--- src/rtl/fp_wb_queue_if.sv ---
// Producer-side and register-file-side signals of the FP write-back queue.
// The queue itself takes the slave modport; producers and the register file use master.
interface fp_wb_queue_if #(
    parameter int DEPTH = 4
);
    localparam int CW = $clog2(DEPTH) + 1;

    logic          in0_valid;
    logic [4:0]    in0_rn;
    logic [31:0]   in0_d;
    logic          in1_valid;
    logic [4:0]    in1_rn;
    logic [31:0]   in1_d;
    logic          in_ready;
    logic          wb_hold;
    logic          wex;
    logic [4:0]    wnx;
    logic [31:0]   dx;
    logic          wey;
    logic [4:0]    wny;
    logic [31:0]   dy;
    logic [31:0]   busy_mask;
    logic [CW-1:0] count;

    modport slave (
        input  in0_valid, in0_rn, in0_d, in1_valid, in1_rn, in1_d, wb_hold,
        output in_ready, wex, wnx, dx, wey, wny, dy, busy_mask, count
    );

    modport master (
        output in0_valid, in0_rn, in0_d, in1_valid, in1_rn, in1_d, wb_hold,
        input  in_ready, wex, wnx, dx, wey, wny, dy, busy_mask, count
    );
endinterface

--- src/rtl/fp_wb_queue.sv ---
// Two-in/two-out program-order write-back queue for the FP register file.
// The oldest entry always leaves on port x, so y-over-x priority in the register file keeps order.
module fp_wb_queue #(
    parameter int DEPTH = 4
) (
    input  logic          clk,
    input  logic          clrn,
    fp_wb_queue_if.slave  bus
);
    localparam int AW = $clog2(DEPTH);
    localparam int CW = AW + 1;

    logic [4:0]    rnMem [DEPTH];
    logic [31:0]   dMem  [DEPTH];

    logic [AW-1:0] head_q, head_d;
    logic [AW-1:0] tail_q, tail_d;
    logic [CW-1:0] count_q, count_d;

    logic          inReady;
    logic [1:0]    enqN;
    logic [1:0]    deqN;
    logic [AW-1:0] headNext;
    logic [AW-1:0] tailNext;
    logic [AW-1:0] offset;
    logic [31:0]   busyMask;

    // Acceptance looks only at the registered count; a same-cycle drain does not help.
    assign inReady  = (count_q <= CW'(DEPTH - 2));
    assign headNext = head_q + AW'(1);
    assign tailNext = tail_q + AW'(1);

    always_comb begin
        enqN = 2'd0;
        if (inReady) begin
            enqN = {1'b0, bus.in0_valid} + {1'b0, bus.in1_valid};
        end
    end

    always_comb begin
        deqN = 2'd0;
        if (!bus.wb_hold) begin
            if (count_q >= CW'(2)) begin
                deqN = 2'd2;
            end else if (count_q == CW'(1)) begin
                deqN = 2'd1;
            end
        end
    end

    always_comb begin
        head_d  = head_q + AW'(deqN);
        tail_d  = tail_q + AW'(enqN);
        count_d = count_q + CW'(enqN) - CW'(deqN);
    end

    always_ff @(posedge clk or negedge clrn) begin
        if (!clrn) begin
            head_q  <= '0;
            tail_q  <= '0;
            count_q <= '0;
        end else begin
            head_q  <= head_d;
            tail_q  <= tail_d;
            count_q <= count_d;
        end
    end

    // Storage is deliberately unreset; occupancy is tracked solely by count_q.
    always_ff @(posedge clk) begin
        if (inReady) begin
            if (bus.in0_valid) begin
                rnMem[tail_q] <= bus.in0_rn;
                dMem[tail_q]  <= bus.in0_d;
            end
            if (bus.in1_valid) begin
                rnMem[bus.in0_valid ? tailNext : tail_q] <= bus.in1_rn;
                dMem[bus.in0_valid ? tailNext : tail_q]  <= bus.in1_d;
            end
        end
    end

    always_comb begin
        bus.wex = 1'b0;
        bus.wnx = 5'd0;
        bus.dx  = 32'd0;
        bus.wey = 1'b0;
        bus.wny = 5'd0;
        bus.dy  = 32'd0;
        if (deqN != 2'd0) begin
            bus.wex = 1'b1;
            bus.wnx = rnMem[head_q];
            bus.dx  = dMem[head_q];
        end
        if (deqN == 2'd2) begin
            bus.wey = 1'b1;
            bus.wny = rnMem[headNext];
            bus.dy  = dMem[headNext];
        end
    end

    // An entry is live when its distance from head is below the occupancy.
    always_comb begin
        busyMask = 32'd0;
        offset   = '0;
        for (int i = 0; i < DEPTH; i++) begin
            offset = AW'(i) - head_q;
            if ({1'b0, offset} < count_q) begin
                busyMask[rnMem[i]] = 1'b1;
            end
        end
    end

    assign bus.busy_mask = busyMask;
    assign bus.in_ready  = inReady;
    assign bus.count     = count_q;
endmodule
--- src/flat_wrapper.sv ---
// flat-port wrapper written by rule: the top's interface ports become plain ports
module fp_wb_queue_flat 
#(
    parameter int DEPTH = 4
)
  (clk, clrn, bus_in0_valid, bus_in0_rn, bus_in0_d, bus_in1_valid, bus_in1_rn, bus_in1_d, bus_wb_hold, bus_in_ready, bus_wex, bus_wnx, bus_dx, bus_wey, bus_wny, bus_dy, bus_busy_mask, bus_count);
  fp_wb_queue_if #(.DEPTH(DEPTH)) bus_i ();
  input  logic clk;
  input  logic clrn;
  input wire logic [$bits(bus_i.in0_valid)-1:0] bus_in0_valid;
  input wire logic [$bits(bus_i.in0_rn)-1:0] bus_in0_rn;
  input wire logic [$bits(bus_i.in0_d)-1:0] bus_in0_d;
  input wire logic [$bits(bus_i.in1_valid)-1:0] bus_in1_valid;
  input wire logic [$bits(bus_i.in1_rn)-1:0] bus_in1_rn;
  input wire logic [$bits(bus_i.in1_d)-1:0] bus_in1_d;
  input wire logic [$bits(bus_i.wb_hold)-1:0] bus_wb_hold;
  output wire logic [$bits(bus_i.in_ready)-1:0] bus_in_ready;
  output wire logic [$bits(bus_i.wex)-1:0] bus_wex;
  output wire logic [$bits(bus_i.wnx)-1:0] bus_wnx;
  output wire logic [$bits(bus_i.dx)-1:0] bus_dx;
  output wire logic [$bits(bus_i.wey)-1:0] bus_wey;
  output wire logic [$bits(bus_i.wny)-1:0] bus_wny;
  output wire logic [$bits(bus_i.dy)-1:0] bus_dy;
  output wire logic [$bits(bus_i.busy_mask)-1:0] bus_busy_mask;
  output wire logic [$bits(bus_i.count)-1:0] bus_count;
  assign bus_i.in0_valid = bus_in0_valid;
  assign bus_i.in0_rn = bus_in0_rn;
  assign bus_i.in0_d = bus_in0_d;
  assign bus_i.in1_valid = bus_in1_valid;
  assign bus_i.in1_rn = bus_in1_rn;
  assign bus_i.in1_d = bus_in1_d;
  assign bus_i.wb_hold = bus_wb_hold;
  assign bus_in_ready = bus_i.in_ready;
  assign bus_wex = bus_i.wex;
  assign bus_wnx = bus_i.wnx;
  assign bus_dx = bus_i.dx;
  assign bus_wey = bus_i.wey;
  assign bus_wny = bus_i.wny;
  assign bus_dy = bus_i.dy;
  assign bus_busy_mask = bus_i.busy_mask;
  assign bus_count = bus_i.count;
  fp_wb_queue #(.DEPTH(DEPTH)) u_core (.clk(clk), .clrn(clrn), .bus(bus_i));
endmodule
--- config.mk ---
export PLATFORM = sky130hd
export DESIGN_NAME = fp_wb_queue_flat
export DESIGN_NICKNAME = d
export VERILOG_FILES = /design/src/rtl/fp_wb_queue_if.sv /design/src/rtl/fp_wb_queue.sv /design/src/flat_wrapper.sv
export SDC_FILE = /design/constraint.sdc
export NUM_CORES = 1
export LEC_CHECK = 0
export BUFFER_PORTS_ARGS = -buffer_cell sky130_fd_sc_hd__buf_4
export CAP_MARGIN = 20
export CORE_ASPECT_RATIO = 2
export CORE_MARGIN = 2
export CORE_UTILIZATION = 37
export DETAILED_ROUTE_END_ITERATION = 8
export PLACE_DENSITY = 0.62
export SKIP_CTS_REPAIR_TIMING = 1
export SYNTH_ARGS = -nofsm -noshare
export SYNTH_HDL_FRONTEND = slang
export SYNTH_SLANG_ARGS = --single-unit
--- constraint.sdc ---
create_clock -name clk -period 6.4 [get_ports clk]
set_input_delay 1.28 -clock clk [delete_from_list [all_inputs] [get_ports clk]]
set_output_delay 1.28 -clock clk [all_outputs]
set_load 0.01 [all_outputs]
# Yosys cells after proc, flatten, opt, wreduce, memory -nomap -nowiden
# Memory sizes are Yosys's and may differ from the RTL's.
# Index checks and enable logic that the tools add are counted.
dict set report op_classes {
  n_mux 29
  n_addsub 11
  n_bitwise 3
  n_eq_ne 2
  reduce_logical 5
  magnitude_cmp 14
}
# cell count
set op_table {}
lappend op_table {{two-way mux 32 bit} 6}
lappend op_table {{OR 32 bit} 3}
lappend op_table {{less-than comparator 5 x 6 -> 1 bit (second input constant)} 4}
lappend op_table {{demux 1 bit (select 5 bit)} 4}
lappend op_table {{greater-or-equal comparator 5 x 1 -> 1 bit (second input constant)} 4}
lappend op_table {{two-way mux 1 bit} 13}
lappend op_table {{less-than comparator 2 x 3 -> 1 bit} 4}
lappend op_table {{two-way mux 5 bit} 2}
lappend op_table {{two-way mux 2 bit} 4}
lappend op_table {{adder 2 x 1 -> 2 bit (second input constant)} 2}
lappend op_table {{adder 2 bit} 2}
lappend op_table {{logical AND 1 bit} 4}
lappend op_table {{subtractor 1 x 2 -> 2 bit (first input constant)} 2}
lappend op_table {{subtractor 2 bit (first input constant)} 2}
lappend op_table {{adder 3 x 2 -> 3 bit} 1}
lappend op_table {{equality test 3 x 1 -> 1 bit (second input constant)} 1}
lappend op_table {{greater-or-equal comparator 3 x 2 -> 1 bit (second input constant)} 1}
lappend op_table {{<= comparator 3 x 2 -> 1 bit (second input constant)} 1}
lappend op_table {{subtractor 3 x 2 -> 3 bit} 1}
lappend op_table {{adder 1 x 1 -> 2 bit} 1}
lappend op_table {{equality test 2 bit (second input constant)} 1}
lappend op_table {{nonzero test 2 bit} 1}
dict set report totals {
  memories 2
  ramBits 148
  output_inout_bits 112
  regBits 7
  word_cells 69
  in_bits 79
}
# memory depth word_bits read_ports rd_clocked_by_memory_dff write_ports line_no
set mem_list {}
lappend mem_list {u_core.dMem 4 32 2 0 2 fp_wb_queue.sv:14} ;# logic [31:0] dMem [DEPTH];
lappend mem_list {u_core.rnMem 4 5 6 0 2 fp_wb_queue.sv:13} ;# logic [4:0] rnMem [DEPTH];

# Longest topological paths before layout
# An unclocked memory read counts as a cell.
dict set report depth {
  ltp_word 12
  ltp_mapped 11
  depth_no_buf 8
}

# Worst setup path before layout
# No wires, ideal clock.
dict set report synth_timing {
  path_kind {reg-to-output}
  startpoint {register u_core.head_q[0]}
  endpoint {output bus_busy_mask[27]}
  n_path_buf 4
  setup_slack_ns 2.791
  arrival_time_ns 2.329
  stages_incl_launch_ff 12
  required_time_ns 5.120
  path_cell_list {dfrtp_1 buf_2 buf_2 buf_2 xor2_1 inv_1 ha_1 nand2b_1 o211ai_2 buf_6 o22ai_1 a221o_1}
}
dict set report synth_via {
  elab_chain_cells 9
  elab_cells_between_ends 15
  classes_between {4 x add/sub; 4 x order compare; 4 x mux; 3 x bitwise}
}
# item line_no
set synth_rtl {}
lappend synth_rtl {{start: declaration} fp_wb_queue.sv:16} ;# logic [AW-1:0] head_q, head_d;
lappend synth_rtl {{start signal: assignment} fp_wb_queue.sv:59} ;# head_q <= '0;
lappend synth_rtl {{start signal: assignment} fp_wb_queue.sv:63} ;# head_q <= head_d;
lappend synth_rtl {{subtractor 1 x 2 -> 2 bit} fp_wb_queue.sv:107} ;# offset = AW'(i) - head_q;
lappend synth_rtl {{less-than comparator 2 x 3 -> 1 bit} fp_wb_queue.sv:108} ;# if ({1'b0, offset} < count_q) begin
lappend synth_rtl {{two-way mux 32 bit} fp_wb_queue.sv:108}
lappend synth_rtl {{OR 32 bit (no line)} --}
lappend synth_rtl {{two-way mux 32 bit} fp_wb_queue.sv:108}
lappend synth_rtl {{OR 32 bit (no line)} --}
lappend synth_rtl {{two-way mux 32 bit} fp_wb_queue.sv:108}
lappend synth_rtl {{OR 32 bit (no line)} --}
lappend synth_rtl {{two-way mux 32 bit *} fp_wb_queue.sv:108}
lappend synth_rtl {{end: declaration} flat_wrapper.sv:24} ;# output wire logic [$bits(bus_i.busy_mask)-1:0] bus_busy_mask;
# Every way passes the cells marked *; elsewhere a longest branch is shown, timed or not.

# Worst setup path in the final report
dict set report layout_timing {
  startpoint {register u_core.head_q[0]}
  endpoint {output bus_busy_mask[6]}
}
# Same word-level chain as after synthesis.

==> flow_metrics.tcl <==
set metrics [dict create \
    status "completed" \
    yosys_warnings 0 \
    mappedNetlistNets 869 \
    start_kind "register" \
    ant_nets 0 \
    syn_area_per_cell_um2 14.0 \
    synth-edff-count 148 \
    synth_top_area_share_pct 40.9 \
    drt-initial-drc-count 376 \
    numCtsBuffers 17 \
    synthArstFlopShare_pct 4.52 \
    groute.usage.overall_pct 19.6 \
    dpl.hpwl_um 20700 \
    row_count 88 \
    ys_types 49 \
    drc 0 \
    fin_crit_sh_pct 73.0 \
    worst-path-buf-inv 1 \
    layout-drive-gt1-share_pct 49.8 \
    core-area_um2 28800 \
    worstHoldPathType "in2async" \
    path_cells "xor2_1 > ha_1 > nor2b_1 > a211oi_1 > a22oi_1 > o221ai_1 > buf_4" \
    wl_per_cell_um 23.1 \
    dpl_cell_area_um2 12400 \
    crit_fanout 44 \
    r2r_end "u_core.dMem[3][29]" \
    critPathArrivalTime_ns 3.39 \
    finalCriticalPeriod_ns 4.67 \
    setup_tns_ns 0 \
    vias 7440 \
    syn_area_um2 10900 \
    worst_pin_slew_ns 1.12 \
    yosysMostFrequentCell "edfxtp_1" \
    cpPeakStageDelay_ns 0.90 \
    nets 1031 \
    grt_pass1_wl_um 45300 \
    reg2reg_from "u_core.tail_q[0]" \
    post_drt_via_cell_ratio 5.68 \
    antennaDiodeCount 0 \
    p_per_area_nw_per_um2 435 \
    total_power_mw 5.65 \
    io_buffer_count 190 \
    cts.reportedPaths.clkPinSlew_ns 0.06 \
    first_pass_iters 4 \
    synthTopCellsByCount "148 x edfxtp_1, 76 x mux2_4, 74 x mux4_2, 72 x mux2_2, 53 x nor2b_1" \
    clk_latency_ns 0.44 \
    maxCapViolCount 0 \
    initial_core_util_pct 37.6 \
    dieArea_um2 30800 \
    cts-root-buf "clkbuf_16" \
    fmax_mhz 214 \
    cts_buffer_depth 2 \
    rsz0062_at_grt "no" \
    ys_ff_latch 155 \
    ir_worst_vdd_v 0.000253 \
    cts_sinks 155 \
    die_w_um 125 \
    ios 191 \
    rrSetupSlack_ns 3.07 \
    gr-total-overflow 0 \
    yosysSeqAreaShare_pct 42.5 \
    cp_top_family "compound AO/OA/AOI/OAI gates" \
    cpMaxStageDelayCell "a211oi_1" \
    finClkSkew_ns 0.00885 \
    slew_headroom_pct 25.3 \
    place_congestion 0.929 \
    synth_flop_cell "edfxtp_1" \
    grt_pass1_vias 7835 \
    yosys.area.top_type "edfxtp_1" \
    cts_tree "built" \
    routed_wl_um 30300 \
    die_h_um 246 \
    synth_cells 775 \
    setup-violations-final 0 \
    leakage_nw 5.03 \
    required_ns 5.12 \
    stdcell_area_um2 13000 \
    netlist_top_cells_area "edfxtp_1 41%, mux4_2 15%, mux2_4 11%" \
    hold_violations 0 \
    grt_antenna_before_repair 0 \
    grt_start_max_net_pins 45 \
    cp.depth 7 \
    syn2layout_area_growth_pct 19.6 \
    ff2ff_path_depth 8 \
    fillers 2680 \
    report.final.slew_viol_count 0 \
    cts_max_level 4 \
    crit_type "reg2out" \
    worst_setup_path_end_kind "output port" \
]
## final cells by class
type	instances	area [µm²]	area share, %
Multi-Input combinational cell	548	5790	44.6
Sequential cell	155	4630	35.6
Timing Repair Buffer	202	1520	11.7
Tap cell	360	450	3.47
Clock buffer	19	433	3.33
Clock inverter	13	118	0.906
Inverter	13	48.8	0.376
## flip-flops by register name, summed over array words and instances, names as in the netlist
| signal | cells |
|---|---|
| u_core.dMem | 128 |
| u_core.rnMem | 20 |
| u_core.bus.count | 3 |
| u_core.head_q | 2 |
| u_core.tail_q | 2 |
## cell families (layout without fill, tap and decap cells)
kind of cell    Yosys count  count (layout)  synth area share, %
xor+xnor                  7               7                0.565
fa+ha+maj                15              15                 1.87
flops                   155             155                 42.5
buf+inv                  72             247                 4.39
compound gates           81              81                 6.34
mux                     222             222                 33.3
simple gates            223             223                 11.0
## through the flow
stage | utilization (%) | std cells | hold WS [ns] | setup WS, ns
2_1_floorplan | - | 775 | 0.473 | 2.79
3_3_place_gp | 43.1 | 1278 | 0.727 | 2.24
3_5_place_dp | 43.1 | 1278 | 0.726 | 2.19
4_1_cts | 45.0 | 1310 | 0.631 | 1.72
5_1_grt | 45.0 | 1310 | 0.637 | 1.49
6_report | 45.0 | 1310 | 0.651 | 1.73
## layer usage
layer	global-route usage (%)	part of all wire [%]	vias to the layer above
li1	-	-	3352
met4	9.38	3.9	0
met1	19.5	35	3775
met3	3.82	4.3	70
met2	38.1	57	243
met5	0	0	-
## placed cells by master, fill, tap and decap left out, types with 5 or more instances in the layout
master	netlist	layout
edfxtp_1	148	148
nor3_1	15	15
o221ai_1	10	10
nand2_1	43	39
dfrtp_1	7	5
nand2b_1	19	19
buf_4	7	202
xnor2_1	5	5
a22oi_1	8	8
ha_1	13	13
mux2_4	76	76
nand2_2	1	5
inv_1	13	13
o22ai_1	20	20
nor2b_1	53	53
mux2_2	72	72
mux4_2	74	74
nand3_1	12	12
and2_1	42	41
nor2_1	29	29
a221o_1	19	19
clkbuf_16	0	17
## how the worst max path moves through the flow
stage,start,end,slack [ns]
final,u_core.head_q[0],bus_busy_mask[6],1.73
after global routing,u_core.head_q[0],bus_busy_mask[6],1.49
after CTS,u_core.head_q[0],bus_busy_mask[10],1.72
after detailed placement,u_core.head_q[0],bus_busy_mask[10],2.19
after global placement,u_core.head_q[0],bus_busy_mask[14],2.24
after floorplan,u_core.head_q[0],bus_busy_mask[27],2.79
## power breakdown
part	switching [mW]	total [mW]	internal [mW]	leakage, nW
clock network	0.415	0.951	0.536	0.258
logic	1.45	2.94	1.49	3.34
registers	0.315	1.76	1.44	1.43
total	2.18	5.65	3.46	5.03
Note: power is estimated with default switching activity, not from simulation.
